<file path="config.mk">
export PLATFORM = sky130hd
export DESIGN_NAME = matrix_mul_seq
export DESIGN_NICKNAME = d
export VERILOG_FILES = /design/src/rtl/matrix_mul_pkg.sv /design/src/rtl/mac_lane.sv /design/src/rtl/matrix_mul_seq.sv
export SDC_FILE = /design/constraint.sdc
export NUM_CORES = 1
export LEC_CHECK = 0
export CAP_MARGIN = 40
export CORE_ASPECT_RATIO = 0.75
export CORE_MARGIN = 1
export CORE_UTILIZATION = 40
export CTS_BUF_LIST = sky130_fd_sc_hd__clkbuf_4
export DETAILED_ROUTE_END_ITERATION = 7
export PLACE_DENSITY = 0.67
export SLEW_MARGIN = 20
export SYNTH_ARGS = -nofsm -noshare
export SYNTH_HDL_FRONTEND = slang
export SYNTH_HIERARCHICAL = 1
export SYNTH_SLANG_ARGS = --single-unit
</file>
<file path="constraint.sdc">
create_clock -name clk -period 6.8 [get_ports clk]
set_input_delay 1.36 -clock clk [delete_from_list [all_inputs] [get_ports clk]]
set_output_delay 1.36 -clock clk [all_outputs]
set_load 0.01 [all_outputs]
</file>
<file path="src/rtl/matrix_mul_pkg.sv">
// Shared types and helpers for the time-multiplexed matrix multiplier.
package matrix_mul_pkg;

  typedef enum logic [1:0] {
    IDLE = 2'd0,
    RUN  = 2'd1,
    DONE = 2'd2
  } state_t;

  // Widest operand/accumulator the extension helper can handle.
  localparam int EXT_W = 64;

  // Result width that can hold a full dot product without overflow.
  function automatic int acc_width(input int bits, input int width);
    return 2 * bits + $clog2(width);
  endfunction

  // Sign- or zero-extends the low 'bits' bits of value to EXT_W bits.
  function automatic logic [EXT_W-1:0] extend(input logic [EXT_W-1:0] value,
                                              input int bits,
                                              input logic signed_mode);
    logic [EXT_W-1:0] r;
    logic msb;
    msb = 1'b0;
    for (int i = 0; i < EXT_W; i++) begin
      if (i == bits - 1) msb = value[i];
    end
    for (int i = 0; i < EXT_W; i++) begin
      r[i] = (i < bits) ? value[i] : (msb & signed_mode);
    end
    return r;
  endfunction

endpackage

</file>
<file path="src/rtl/mac_lane.sv">
// One multiply-accumulate lane: operands are extended to ACC_W before the
// multiply so the same adder serves signed and unsigned modes.
module mac_lane import matrix_mul_pkg::*; #(
  parameter int BITS  = 4,
  parameter int ACC_W = 10
) (
  input  logic             clk,
  input  logic             reset,
  input  logic             en,
  input  logic             clear,
  input  logic             signed_mode,
  input  logic [BITS-1:0]  a,
  input  logic [BITS-1:0]  b,
  output logic [ACC_W-1:0] acc_next,
  output logic [ACC_W-1:0] acc
);

  logic signed [ACC_W-1:0] a_ext;
  logic signed [ACC_W-1:0] b_ext;
  logic signed [ACC_W-1:0] product;

  // Extend both operands, multiply modulo 2^ACC_W and add to the running sum.
  always_comb begin
    a_ext    = ACC_W'(extend(EXT_W'(a), BITS, signed_mode));
    b_ext    = ACC_W'(extend(EXT_W'(b), BITS, signed_mode));
    product  = a_ext * b_ext;
    acc_next = acc + ACC_W'($unsigned(product));
  end

  // Running sum; the final term is consumed by the caller via acc_next, so the
  // register clears on that same edge ready for the next element.
  always_ff @(posedge clk or negedge reset) begin
    if (!reset) begin
      acc <= '0;
    end else if (en) begin
      acc <= clear ? '0 : acc_next;
    end
  end

endmodule

</file>
<file path="src/rtl/matrix_mul_seq.sv">
// Sequential matrix multiplier C = A x B sharing LANES MAC lanes across all
// output elements; each group of LANES elements takes WIDTH cycles.
module matrix_mul_seq import matrix_mul_pkg::*; #(
  parameter  int BITS     = 4,
  parameter  int WIDTH    = 3,
  parameter  int HEIGHT_A = 2,
  parameter  int WIDTH_B  = 3,
  parameter  int LANES    = 2,
  localparam int ACC_W    = acc_width(BITS, WIDTH)
) (
  input  logic                                      clk,
  input  logic                                      reset,
  input  logic                                      i_start,
  input  logic                                      i_signed,
  input  logic [HEIGHT_A-1:0][WIDTH-1:0][BITS-1:0]  i_array_a,
  input  logic [WIDTH-1:0][WIDTH_B-1:0][BITS-1:0]   i_array_b,
  output logic                                      o_busy,
  output logic                                      o_done,
  output logic [HEIGHT_A-1:0][WIDTH_B-1:0][ACC_W-1:0] o_array_res
);

  localparam int ELEMS  = HEIGHT_A * WIDTH_B;
  localparam int GROUPS = (ELEMS + LANES - 1) / LANES;
  localparam int K_W    = (WIDTH > 1) ? $clog2(WIDTH) : 1;
  localparam int GRP_W  = $clog2(GROUPS + 1);

  state_t state;
  state_t state_next;

  logic [K_W-1:0]   k;
  logic [GRP_W-1:0] grp;
  logic             accept;
  logic             last_k;
  logic             last_grp;

  logic [HEIGHT_A-1:0][WIDTH-1:0][BITS-1:0] a_q;
  logic [WIDTH-1:0][WIDTH_B-1:0][BITS-1:0]  b_q;
  logic                                     signed_q;

  logic [LANES-1:0] lane_active;
  logic [LANES-1:0] lane_en;
  int               lane_row [LANES];
  int               lane_col [LANES];
  logic [BITS-1:0]  lane_a [LANES];
  logic [BITS-1:0]  lane_b [LANES];
  logic [ACC_W-1:0] lane_acc_next [LANES];
  // The registered sum is only needed inside each lane.
  logic [ACC_W-1:0] acc_unused [LANES];

  assign last_k   = (int'(k) == WIDTH - 1);
  assign last_grp = (int'(grp) == GROUPS - 1);

  // State register.
  always_ff @(posedge clk or negedge reset) begin
    if (!reset) begin
      state <= IDLE;
    end else begin
      state <= state_next;
    end
  end

  // Next-state and handshake outputs; busy covers RUN and the DONE pulse.
  always_comb begin
    state_next = state;
    accept     = 1'b0;
    o_busy     = 1'b0;
    o_done     = 1'b0;
    unique case (state)
      IDLE: begin
        if (i_start) begin
          accept     = 1'b1;
          state_next = RUN;
        end
      end
      RUN: begin
        o_busy = 1'b1;
        if (last_k && last_grp) state_next = DONE;
      end
      DONE: begin
        o_busy     = 1'b1;
        o_done     = 1'b1;
        state_next = IDLE;
      end
      default: state_next = IDLE;
    endcase
  end

  // Operand latch and k/grp sequencing; inputs are ignored outside acceptance.
  always_ff @(posedge clk or negedge reset) begin
    if (!reset) begin
      a_q      <= '0;
      b_q      <= '0;
      signed_q <= 1'b0;
      k        <= '0;
      grp      <= '0;
    end else if (accept) begin
      a_q      <= i_array_a;
      b_q      <= i_array_b;
      signed_q <= i_signed;
      k        <= '0;
      grp      <= '0;
    end else if (state == RUN) begin
      if (last_k) begin
        k   <= '0;
        grp <= grp + GRP_W'(1);
      end else begin
        k <= k + K_W'(1);
      end
    end
  end

  // Map each lane to its output element and select its A/B operands for this k.
  always_comb begin
    for (int l = 0; l < LANES; l++) begin
      lane_row[l]    = (int'(grp) * LANES + l) / WIDTH_B;
      lane_col[l]    = (int'(grp) * LANES + l) % WIDTH_B;
      lane_active[l] = ((int'(grp) * LANES + l) < ELEMS);
      lane_en[l]     = (state == RUN) && lane_active[l];
      lane_a[l]      = '0;
      lane_b[l]      = '0;
      for (int r = 0; r < HEIGHT_A; r++) begin
        for (int c = 0; c < WIDTH; c++) begin
          if (r == lane_row[l] && c == int'(k)) lane_a[l] = a_q[r][c];
        end
      end
      for (int kk = 0; kk < WIDTH; kk++) begin
        for (int c = 0; c < WIDTH_B; c++) begin
          if (kk == int'(k) && c == lane_col[l]) lane_b[l] = b_q[kk][c];
        end
      end
    end
  end

  for (genvar l = 0; l < LANES; l++) begin : g_lane
    mac_lane #(
      .BITS  (BITS),
      .ACC_W (ACC_W)
    ) u_lane (
      .clk         (clk),
      .reset       (reset),
      .en          (lane_en[l]),
      .clear       (last_k),
      .signed_mode (signed_q),
      .a           (lane_a[l]),
      .b           (lane_b[l]),
      .acc_next    (lane_acc_next[l]),
      .acc         (acc_unused[l])
    );
  end

  // Result file: each active lane writes its finished dot product on the last k.
  always_ff @(posedge clk or negedge reset) begin
    if (!reset) begin
      o_array_res <= '0;
    end else if (state == RUN && last_k) begin
      for (int l = 0; l < LANES; l++) begin
        for (int r = 0; r < HEIGHT_A; r++) begin
          for (int c = 0; c < WIDTH_B; c++) begin
            if (lane_active[l] && lane_row[l] == r && lane_col[l] == c) begin
              o_array_res[r][c] <= lane_acc_next[l];
            end
          end
        end
      end
    end
  end

endmodule

</file>
==> impl_metrics.csv <==
group,metric,value,unit
worst_setup_path,r2r_slack,360,ps
sta,rsz0062_at_grt,"false",
final_layout,nNetsFinal,1161,
sta,finalSetupViolCount,0,
yosys,synthArstFlopShare,100,%
detailed_routing,route.detailed.drc,0,
die,die_h,137,um
yosys,syn_inst,880,
clock_tree,cts_buffer_depth,2,
sta,slew_headroom,44.2,%
yosys,yosysTopAreaCell,"dfrtp_1",
grt,grt_max_degree,87,
worst_setup_path,crit_arrival,6930,ps
yosys,synth_ff_type,"dfrtp_1",
die,die_w,183,um
die,initial_core_util,40.8,%
detailed_routing,drt_wl_total,23700,um
die,dieArea,25100,um2
clock_tree,cts_root_buf,"clkbuf_4",
worst_setup_path,startpoint,"grp[1]",
sta,period_share,94.8,%
yosys,synthTopCellsByArea,"dfrtp_1, fa_1, mux2_2",
final_layout,area_growth,19.9,%
worst_setup_path,worstPathMaxFanout,13,
yosys,synth_cell_types,64,
final_layout,layout_commonest_cell,"dfrtp_1",
clock_tree,cts.sinks,147,
yosys,synth.avg_cell_area,11.1,um2
worst_setup_path,endpoint,"o_array_res[28]",
worst_setup_path,reg2regPathDepth,21,
clock_tree,cts_made_buffers,17,
detailed_routing,ant_nets,0,
sta,finalHoldViolations,0,
worst_setup_path,reg2reg_from,"grp[1]",
clock_tree,cts_setup_buffers,0,
detailed_routing,dr.pass1.iters,5,
yosys,yosys_warnings,6,
final_layout,final_cell_mix,"dfrtp_1, clkdlybuf4s50_1, inv_1, nand2_1, mux2_2",
sta,period_minus_slack,6440,ps
final_layout,fin_util,48.9,%
run_status,outcome,"finished clean",
worst_setup_path,r2r-end,"o_array_res[28]",
die,io-pin-count,126,
final_layout,design_area,11700,um2
worst_setup_path,end_kind,"flop",
final_layout,layout-drive-gt1-share,17.7,%
sta,fmax,0.155,GHz
yosys,synth_top_area_share,37.6,%
sta,tightest_slew,832,ps
placed_design,post_dp_cell_area,11300,um2
worst_setup_path,critical_path_required,7290,ps
yosys,synth_seq_cells,147,
grt,overflow,0,
clock_tree,clk_latency,580,ps
final_layout,fillers,2206,
yosys,synth_edf_count,0,
clock_tree,cts_tree,"done",
grt,grt_pass1_vias,6765,
yosys,synth_nets,1043,
yosys,ys_seq_area_share,37.6,%
clock_tree,clkTransAtPathRegs,160,ps
worst_setup_path,path_class,"reg -> reg",
min_path,holdCritPathClass,"reg -> reg",
detailed_routing,via_count,6941,
grt,grt_pass1_wl,37800,um
job,drv_cap,0,
grt,antenna_found_initial,1,
placed_design,portBuffers,125,
die,core_area,24000,um2
min_path,hold_path.startpoint,"o_array_res[22]",
detailed_routing,vias_per_cell,5.17,
die,rows,49,
detailed_routing,wire_per_inst,17.7,um
sta,finalMaxSlewViolations,0,
placed_design,place_hpwl,17400,um
detailed_routing,drt-initial-drc-count,395,
sta,finalSetupTns,0,ps
yosys,syn_area,9780,um2
worst_setup_path,critical_path.startpoint_type,"flop",
placed_design,gp_congestion,0.870,
grt,track_usage,19.7,%
clock_tree,htree_levels,4,
sta,fin_skew,23.8,ps
-- worst min path at each step --
stage               depth (start not counted)                 endpoint  slack (ps)
detailed placement                          2          o_array_res[20]         470
global route                                1                  b_q[31]         490
CTS                                         2          o_array_res[20]         510
global placement                            2          o_array_res[21]         470
finish                                      2          o_array_res[22]         500
floorplan                                   1  g_lane[0].u_lane/acc[5]         470
-- synth_stat cells, drive strengths merged, types with 2 or more instances --
master / n
nand2b: 10
and2: 28
a2bb2oi: 2
nand3b: 11
o311a: 2
o31ai: 2
nor2: 16
a21o: 4
buf: 34
mux2: 106
nor3b: 3
dfrtp: 147
clkbuf: 13
o22ai: 2
or2: 4
a221o: 4
xor2: 4
and3: 8
mux2i: 23
nand2: 71
or3b: 4
and2b: 3
nand3: 15
inv: 80
ha: 47
nor2b: 12
fa: 52
a22o: 14
xnor2: 22
o211ai: 7
a211oi: 5
o21ai: 55
o32ai: 3
a31oi: 3
o211a: 3
nor3: 6
a21oi: 40
-- layer usage --
| layer | vias to the layer above | routed length (um) | global-route usage (%) |
|---|---|---|---|
| li1 | 3267 | - | - |
| met4 | 0 | 170 | 3.92 |
| met3 | 15 | 1340 | 3.86 |
| met1 | 3451 | 12000 | 30.1 |
| met2 | 208 | 10200 | 28.6 |
| met5 | - | 0 | 0 |
-- state kept, by name (all words and copies together), names as in the netlist --
register           cells
k                      2
a_q                   24
g_lane.u_lane/acc     20
b_q                   36
grp                    2
state                  2
signed_q               1
o_array_res           60
-- critical path, cell delays in order, from the launching register on --
cell	delay, ps
dfrtp_1	460
inv_1	90
ha_1	390
buf_4	210
a31oi_1	100
o311a_1	290
o32ai_1	310
buf_4	210
nand2_1	140
or2_2	340
fa_1	510
fa_1	540
inv_1	50
fa_1	560
fa_1	460
ha_1	310
a21o_1	170
a21oi_1	220
o211ai_1	150
xor2_1	520
mux2i_1	140
o21ai_0	170
-- per-stage QoR --
stage / hold slack (ps) / setup slack, ps / instances
3_5_place_dp: 475 / 314 / 1307
2_1_floorplan: 473 / 864 / 880
3_3_place_gp: 466 / 523 / 1306
5_1_grt: 485 / 3.41 / 1343
4_1_cts: 506 / 267 / 1339
6_report: 502 / 356 / 1343
-- cells by family (layout without fill, tap and decap cells) --
group	after synthesis	in the layout	share of synthesized area [%]
adders and majority gates	99	99	16.7
muxes	130	130	16.3
buffers and inverters	127	258	5.97
other	0	1	0
AOI/OAI and AO/OA	158	158	10.3
and+or+nand+nor	193	193	10.8
DFF	147	147	37.6
xor gates and xnor gates	26	26	2.33
-- area by class of cell --
cell class / count / area, um2 / share of cell area, %
multi-input combinational: 606 / 5540 / 47.3
sequential: 147 / 3680 / 31.4
timing repair buffer: 146 / 1460 / 12.5
tap: 331 / 414 / 3.53
inverter: 80 / 308 / 2.62
clock inverter: 15 / 189 / 1.61
clock buffer: 17 / 128 / 1.09
antenna: 1 / 2.50 / 0.0213
-- repair_timing --
| item | 4_1_cts | 5_1_grt |
|---|---|---|
| hold buffers | 0 | 0 |
| setup endpoints to repair | 0 | 7 |
| gates resized for setup | 0 | 5 |
Power is left out: the tool's default activity adds up to more than one toggle a clock period on the data nets, which glitch-free logic cannot reach.
